### src/rtl/prog_loader_pkg.sv
// rtl/prog_loader_pkg.sv - Shared states and default sizes for the program loader.
// Contents: state_e loader state encoding; DEF_INSTR_SIZE, DEF_ADDR_SIZE and
// DEF_PROGRAM_SIZE defaults shared with the CPU top.
// Configuration macro: PROG_LOADER_CHECKSUM_EN adds the ST_CHK state.
package prog_loader_pkg;

    localparam int DEF_INSTR_SIZE   = 12;
    localparam int DEF_ADDR_SIZE    = 5;
    localparam int DEF_PROGRAM_SIZE = 16;

    typedef enum logic [2:0] {
        ST_COUNT,
        ST_HI,
        ST_LO,
`ifdef PROG_LOADER_CHECKSUM_EN
        ST_CHK,
`endif
        ST_FILL,
        ST_DONE,
        ST_ERR
    } state_e;

endpackage

### src/rtl/prog_loader.sv
// rtl/prog_loader.sv - Byte-stream program loader that fills CPU program memory.
// Ports: clk, rst (async, active high); in_valid/in_data/in_ready host byte stream;
// reload restarts from DONE or ERR; mem_we/mem_addr/mem_wdata program memory write
// port; cpu_hold stalls the CPU; load_done and load_err report the final status.
// Configuration macro: PROG_LOADER_CHECKSUM_EN appends an XOR checksum byte.
module prog_loader
    import prog_loader_pkg::*;
#(
    parameter int INSTR_SIZE   = DEF_INSTR_SIZE,
    parameter int ADDR_SIZE    = DEF_ADDR_SIZE,
    parameter int PROGRAM_SIZE = DEF_PROGRAM_SIZE
) (
    input  logic                  clk,
    input  logic                  rst,
    input  logic                  in_valid,
    input  logic [7:0]            in_data,
    output logic                  in_ready,
    input  logic                  reload,
    output logic                  mem_we,
    output logic [ADDR_SIZE-1:0]  mem_addr,
    output logic [INSTR_SIZE-1:0] mem_wdata,
    output logic                  cpu_hold,
    output logic                  load_done,
    output logic                  load_err
);

    localparam int         HI_W    = INSTR_SIZE - 8;
    // Bits of the HI byte that may legally be set.
    localparam logic [7:0] HI_MASK = 8'((1 << HI_W) - 1);
    localparam logic [7:0] PSZ     = 8'(PROGRAM_SIZE);

    state_e                  state_q;
    logic [7:0]              n_q;
    logic [7:0]              idx_q;
    logic [HI_W-1:0]         hi_q;
    logic                    mem_we_q;
    logic [ADDR_SIZE-1:0]    mem_addr_q;
    logic [INSTR_SIZE-1:0]   mem_wdata_q;
    logic                    cpu_hold_q;
    logic                    load_done_q;
    logic                    load_err_q;
    logic                    xfer;
    logic [INSTR_SIZE-1:0]   word_d;
`ifdef PROG_LOADER_CHECKSUM_EN
    logic [7:0]              chk_q;
    logic [7:0]              chk_d;
    assign chk_d = chk_q ^ in_data;
`endif

    // in_ready is decoded from state so a byte can be taken in the first
    // cycle of a receiving state; it is forced low while reset is held.
    always_comb begin
        in_ready = 1'b0;
        if (!rst) begin
            case (state_q)
                ST_COUNT, ST_HI, ST_LO: in_ready = 1'b1;
`ifdef PROG_LOADER_CHECKSUM_EN
                ST_CHK:                 in_ready = 1'b1;
`endif
                default:                in_ready = 1'b0;
            endcase
        end
    end

    assign xfer   = in_valid && in_ready;
    assign word_d = {hi_q, in_data};

    always_ff @(posedge clk or posedge rst) begin
        if (rst) begin
            state_q     <= ST_COUNT;
            n_q         <= '0;
            idx_q       <= '0;
            hi_q        <= '0;
            mem_we_q    <= 1'b0;
            mem_addr_q  <= '0;
            mem_wdata_q <= '0;
            cpu_hold_q  <= 1'b1;
            load_done_q <= 1'b0;
            load_err_q  <= 1'b0;
`ifdef PROG_LOADER_CHECKSUM_EN
            chk_q       <= '0;
`endif
        end else begin
            mem_we_q <= 1'b0;
            case (state_q)
                ST_COUNT: if (xfer) begin
`ifdef PROG_LOADER_CHECKSUM_EN
                    chk_q <= in_data;
`endif
                    if (in_data == 8'd0 || in_data > PSZ) begin
                        state_q    <= ST_ERR;
                        load_err_q <= 1'b1;
                    end else begin
                        n_q     <= in_data;
                        idx_q   <= '0;
                        state_q <= ST_HI;
                    end
                end
                ST_HI: if (xfer) begin
`ifdef PROG_LOADER_CHECKSUM_EN
                    chk_q <= chk_d;
`endif
                    if ((in_data & ~HI_MASK) != 8'd0) begin
                        state_q    <= ST_ERR;
                        load_err_q <= 1'b1;
                    end else begin
                        hi_q    <= in_data[HI_W-1:0];
                        state_q <= ST_LO;
                    end
                end
                ST_LO: if (xfer) begin
`ifdef PROG_LOADER_CHECKSUM_EN
                    chk_q <= chk_d;
`endif
                    mem_we_q    <= 1'b1;
                    mem_addr_q  <= ADDR_SIZE'(idx_q);
                    mem_wdata_q <= word_d;
                    idx_q       <= idx_q + 8'd1;
                    if (idx_q == n_q - 8'd1) begin
`ifdef PROG_LOADER_CHECKSUM_EN
                        state_q <= ST_CHK;
`else
                        state_q <= ST_FILL;
`endif
                    end else begin
                        state_q <= ST_HI;
                    end
                end
`ifdef PROG_LOADER_CHECKSUM_EN
                ST_CHK: if (xfer) begin
                    if (in_data == chk_q) begin
                        state_q <= ST_FILL;
                    end else begin
                        state_q    <= ST_ERR;
                        load_err_q <= 1'b1;
                    end
                end
`endif
                // idx_q continues from N, so unused slots are zeroed in order.
                ST_FILL: begin
                    if (idx_q < PSZ) begin
                        mem_we_q    <= 1'b1;
                        mem_addr_q  <= ADDR_SIZE'(idx_q);
                        mem_wdata_q <= '0;
                        idx_q       <= idx_q + 8'd1;
                    end else begin
                        state_q     <= ST_DONE;
                        cpu_hold_q  <= 1'b0;
                        load_done_q <= 1'b1;
                    end
                end
                ST_DONE, ST_ERR: if (reload) begin
                    state_q     <= ST_COUNT;
                    cpu_hold_q  <= 1'b1;
                    load_done_q <= 1'b0;
                    load_err_q  <= 1'b0;
                end
                default: state_q <= ST_COUNT;
            endcase
        end
    end

    assign mem_we    = mem_we_q;
    assign mem_addr  = mem_addr_q;
    assign mem_wdata = mem_wdata_q;
    assign cpu_hold  = cpu_hold_q;
    assign load_done = load_done_q;
    assign load_err  = load_err_q;

endmodule

### config.mk
export PLATFORM = sky130hd
export DESIGN_NAME = prog_loader
export DESIGN_NICKNAME = d
export VERILOG_FILES = /design/src/rtl/prog_loader_pkg.sv /design/src/rtl/prog_loader.sv
export SDC_FILE = /design/constraint.sdc
export NUM_CORES = 1
export LEC_CHECK = 0
export BUFFER_PORTS_ARGS = -buffer_cell sky130_fd_sc_hd__buf_2
export CAP_MARGIN = 10
export CORE_ASPECT_RATIO = 0.6
export CORE_MARGIN = 1.5
export CORE_UTILIZATION = 56
export CTS_CLUSTER_SIZE = 30
export DETAILED_ROUTE_END_ITERATION = 10
export GPL_ROUTABILITY_DRIVEN = 0
export PLACE_DENSITY_LB_ADDON = 0.25
export SLEW_MARGIN = 20
export SYNTH_ARGS = -nofsm -noshare
export SYNTH_HDL_FRONTEND = slang
export SYNTH_SLANG_ARGS = --single-unit
### constraint.sdc
create_clock -name clk -period 2.5 [get_ports clk]
set_clock_uncertainty 0.05 [all_clocks]
set_input_delay 0.25 -clock clk [delete_from_list [all_inputs] [get_ports clk]]
set_output_delay 0.25 -clock clk [all_outputs]
set_load 0.02 [all_outputs]
==> results.md, run 1 <==
* Status: finished with violations
* Violated checks: hold timing
* Non-Filler Instances at 294
* Finished Core Util at 68.6%
* Area fraction in compound gates after synthesis at 18.8%
* Yosys warning total at 0
* Final period util at 86.9%
* IO Port Bufs at 33
* Via density at 5.76
* Initial DRC count at 129
* Leak pwr at 1.25 nW
* Most frequent cells in the layout: 43 x dfrtp_1, 33 x buf_2, 28 x nand2_1
* Pwr Density at 702 nW/um^2
* Number of buffers created by CTS at 5
* Total die area at 4270 sq um
* Die W at 83.4 um
* GRT Total Usage at 24.8%
* Worst-path maximum fanout at 4
* CTS tree: built
* Post-synthesis sequential area ratio at 50.8%
* Post-synthesis mux area share at 5.59%
* Buffers inserted by post-CTS timing repair at 0
* First-pass GRT wire length at 8.11 mm
* Row Count at 17
* Async SR Flop Fraction at 100%
* Setup violations, final at 0
* CTS root buf: clkbuf_8
* Clock-pin slew on the worst setup and hold paths at 80 ps
* # hold bufs at CTS at 0
* Least-Margin Pin Slew at 616 ps
* Maximum vdd ir drop at 0.000499 V
* Largest net degree at the start of global routing at 31
* Startpoint Class: register
* Worst R2R Setup Slack at 330 ps
* Setup TNS at 0 ps
* Reg-to-reg critical path endpoint: idx_q[5]
* Core area at 3680 sq um
* Drc violations at 0
* Layout cells sized above 1 at 26.7%
* HPWL Detailed at 3.46 mm
* RSZ-0062 raised after global routing: no
* DR pass1 iterations at 4
* Post-Synth Adder-Cell Area at 1.15%
* # fillers at 279
* Hold Path Class: in2async
* Final antenna-violating net count at 0
* H-tree depth at 2
* Area growth syn-to-layout at 16.3%
* Nets@finish at 260
* Unique masters post-synth at 50
* Post-synthesis cell count at 210
* Placed insts at 286
* Combinational family with the most area after synthesis: compound AO/OA/AOI/OAI gates
* Clock Path Buffers at 2
* Final slew viol count at 0
* WS Path Type: reg2reg
* Worst Path Arrival at 2310 ps
* Seq cells post-synth at 44
* CP Capture Type: register
* Most common cell after layout, fill and taps aside: dfrtp_1
* Number of global-route vias before repair at 1628
* XOR/XNOR share of the synthesized area at 4.44%
* Chip height at 51.2 um
* R2r startpoint: idx_q[7]
* Final Hold Fails at 25
* Final Routed Wirelength at 4.74 mm
* EDFF count, synth at 0
* Routed len/inst at 16.1 um
* GRT overflow at 0
* N_diodes at 0
* Worst Path Required at 2640 ps
* Via count at 1692
* Syn_area_per_cell at 10.3 sq um
* Initial Utilization at 59.0%
* IO Pins at 34
* Worst-Skew Late Latency at 300 ps
* Sink Count at 44
* Minimum clock period at 2170 ps
* Relative slew slack at 58.9%
* Post-cts resize count at 0
* Synth Cell Area at 2170 sq um
* Initial antenna violation count at 0
* Number of max-cap violations at 0
* Simple-gate portion of the synthesized area at 16.0%
* Synth Net Count at 224
* Hold WS at -12.4 ps
* Worst r2r path cells at 5
* Main synth FF type: dfrtp_1
* FMAX at 460 MHz
==> critical path, stage by stage (launching register included) <==
cell and delay, ps:
dfrtp_1 430, or4_4 590, o32a_1 250, or2_4 270, a211o_1 270, a32o_1 200
==> stage by stage <==
step                      cell area, sq um  worst slack, ps  total power [mW]  hold WS [ps]
after detailed placement              2400              172              1.19           379
after floorplan                       2170              438              1.09           333
after CTS                             2520              340              1.78          57.9
after global routing                  2520              269              1.86          41.0
final                                 2520              328              1.77         -12.4
after global placement                2400              254              1.19           385
==> registers in the layout, summed over array words and instances, names as in the netlist <==
signal     count
cpu_hold       1
hi_q           4
idx_q          8
load_done      1
load_err       1
mem_addr       5
mem_wdata     12
mem_we         1
n_q            8
state_q        3
==> cell usage after synthesis (3+ instances only) <==
master,count,share of area (%)
dfrtp_1,43,50
nand2_1,28,4.8
a22o_1,12,4.8
a21oi_1,11,2.5
o21ai_0,10,2.3
mux2_2,9,4.7
clkbuf_1,7,1.2
nor2_1,7,1.2
nand3_1,6,1.4
xnor2_1,6,2.4
inv_1,5,0.87
nor3_1,5,1.2
xor2_1,5,2.0
and2_1,3,0.87
nand2b_1,3,0.87
nor2b_1,3,0.87
==> cell type report <==
cell class,count,area [sq um],area share [%]
sequential,44,1100,43.7
multi-input combinational,150,1000,39.8
timing repair buffer,39,210,8.33
clock buffer,7,96.3,3.82
tap,47,58.8,2.33
clock inverter,1,30.0,1.19
inverter,6,22.5,0.892
==> layer usage <==
| metal | track usage, % | share of wire [%] |
|---|---|---|
| met5 | 0 | 0 |
| met4 | 7.22 | 0.93 |
| met3 | 5.01 | 6.9 |
| met2 | 34.7 | 40 |
| met1 | 38.7 | 52 |
==> power breakdown <==
part | switching [mW] | internal [mW]
logic | 0.194 | 0.158
registers | 0.0705 | 0.766
clock network | 0.233 | 0.352
total | 0.497 | 1.28
==> worst max-delay path by stage <==
stage	start	endpoint	slack [ps]
finish	idx_q[7]	idx_q[5]	330
global route	idx_q[7]	idx_q[1]	270
CTS	idx_q[7]	idx_q[5]	340
detailed placement	in_data[0]	n_q[2]	170
global placement	in_data[0]	n_q[0]	250
floorplan	state_q[0]	hi_q[0]	440
==> kinds of logic (layout without fill, tap and decap cells) <==
group,Yosys count,in the layout
mux,11,11
buf+inv,16,53
fa+ha+maj,2,2
compound gates,57,57
simple gates,69,69
xor+xnor,11,11
flops,44,44
No activity file was read; power rests on OpenSTA's default activity.
==> run 2: changes to the inputs <==
CORE_UTILIZATION = 55   (was 56)
SETUP_SLACK_MARGIN = 0.1   (was unset)
==> run 2 against run 1 <==
The flow still finishes with violations (hold timing). Largest cell class unchanged. Total power decreased by 7.5%. Maximum frequency decreased by 0.39%. Cell area decreased by 1.4%. Non-clock buffer count unchanged. Sequential cell count unchanged. Wire length decreased by 1.7%. Via count increased by 1.2%. First-iteration DRC count decreased by 33%. Sequential power about the same.
==> results.md, run 2 (same netlist as run 1, synthesis figures left out) <==
* WS Path Type: reg2reg
* Least-Margin Pin Slew at 624 ps
* Number of max-cap violations at 0
* Initial antenna violation count at 0
* Core area at 3720 sq um
* Post-DP Area at 2400 sq um
* Die W at 84.1 um
* Initial DRC count at 86
* Routed len/inst at 15.9 um
* Chip height at 51.7 um
* Share of power burned in registers at 50.9%
* Finished Core Util at 66.8%
* Layout cells sized above 1 at 25.9%
* CP Capture Type: register
* Hold WS at -9.97 ps
* Nets@finish at 260
* Post-cts resize count at 0
* CTS root buf: clkbuf_8
* Net Sw Power at 0.491 mW
* Drc violations at 0
* N_diodes at 0
* Max FFs per register at 12
* Status: finished with violations
* Busiest grt layer: met1
* Worst Path Required at 2630 ps
* GRT overflow at 0
* Final antenna-violating net count at 0
* Placed insts at 286
* Worst Path Arrival at 2310 ps
* Met1 usage at 34.6%
* Dpl ws at 211 ps
* Area growth syn-to-layout at 14.6%
* Final worst slack at 320 ps
* Startpoint Class: register
* HPWL Detailed at 3.48 mm
* IO Port Bufs at 33
* FMAX at 459 MHz
* Buffers inserted by post-CTS timing repair at 0
* Worst-Skew Late Latency at 290 ps
* Setup violations, final at 0
* Most frequent cells in the layout: 43 x dfrtp_1, 33 x buf_2, 28 x nand2_1
* WP buf/inv at 0
* Minimum clock period at 2180 ps
* Total die area at 4340 sq um
* CP Cell Sequence: or4_4 -> o32a_1 -> or2_4 -> a211o_1 -> a32o_1
* H-tree depth at 2
* CTS tree: built
* Clock group share of total power at 27.6%
* Maximum vdd ir drop at 0.000457 V
* # hold bufs at CTS at 0
* Hold Path Class: in2async
* Clock-pin slew on the worst setup and hold paths at 80 ps
* Violated checks: hold timing
* Slowest stage delay, CP at 590 ps
* Most common cell after layout, fill and taps aside: dfrtp_1
* First-pass GRT wire length at 7.71 mm
* Final Routed Wirelength at 4.66 mm
* Sink Count at 44
* Int Power at 1.15 mW
* Slowest stage cell, crit path: or4_4
* Leak pwr at 1.23 nW
* Via count at 1713
* IO Pins at 34
* Final Hold Fails at 16
* Grt met2 use at 32.3%
* # fillers at 310
* Initial Utilization at 58.3%
* Final slew viol count at 0
* Total power draw at 1.64 mW
* Number of buffers created by CTS at 5
* Row Count at 17
* Largest net degree at the start of global routing at 31
* Pwr Density at 659 nW/um^2
* Family with the most delay on the worst path: simple AND/OR/NAND/NOR gates
* Switching share of total power at 29.9%
* Fin area at 2490 sq um
* Logic pwr share at 21.5%
* Setup TNS at 0 ps
* Number of global-route vias before repair at 1575
* Clock Path Buffers at 2
* RSZ-0062 raised after global routing: no
* GRT Total Usage at 23.3%
* Relative slew slack at 58.3%
* Non-Filler Instances at 294
* GRT met3 Usage at 7.30%
* DR pass1 iterations at 4
* Final period util at 87.2%
* Worst-path maximum fanout at 4
* Via density at 5.83
-- run 2: cell types whose count changed in the layout (fill, tap and decap cells not counted), sizes merged --
cell    change
clkbuf      +1
bufinv      -1
-- run 2: final timing paths --
kind / from / to / slack [ps] / cells past startpoint
max in group asynchronous: rst / mem_addr[2] / 1770 / 3
hold reg to reg: mem_addr[2] / mem_addr[2] / 420 / 2
hold / removal: rst / load_done / -10 / 2
setup reg to reg: idx_q[7] / idx_q[5] / 320 / 5
min in group clk: in_data[5] / mem_wdata[5] / 140 / 2
setup / recovery: idx_q[7] / idx_q[5] / 320 / 5
-- run 2: final cells by class --
cell class,count,area [sq um],share of cell area [%]
Tap cell,47,58.8,2.36
Sequential cell,44,1100,44.3
Inverter,6,22.5,0.905
Clock buffer,8,90.1,3.62
Timing Repair Buffer,39,210,8.45
Multi-Input combinational cell,150,1000,40.3
-- run 2: routing by layer --
layer,part of all wire (%),up-vias
met4,1.9,0
met2,39,61
met3,8.1,10
li1,-,833
met1,51,809
met5,0,-
-- run 2: worst register-to-register path, stage by stage (launching register included) --
cell and delay (ps):
dfrtp_1 430, or4_4 590, o32a_1 250, or2_4 270, a211o_1 280, a32o_1 210
-- run 2: power by group through the flow --
stage                     Sequential [mW]  Combinational, mW  Clock [mW]
after floorplan                     0.843              0.245           0
after global placement              0.845              0.340           0
after detailed placement            0.847              0.347           0
after CTS                           0.833              0.349       0.458
after global routing                0.844              0.391       0.487
final                               0.835              0.352       0.453
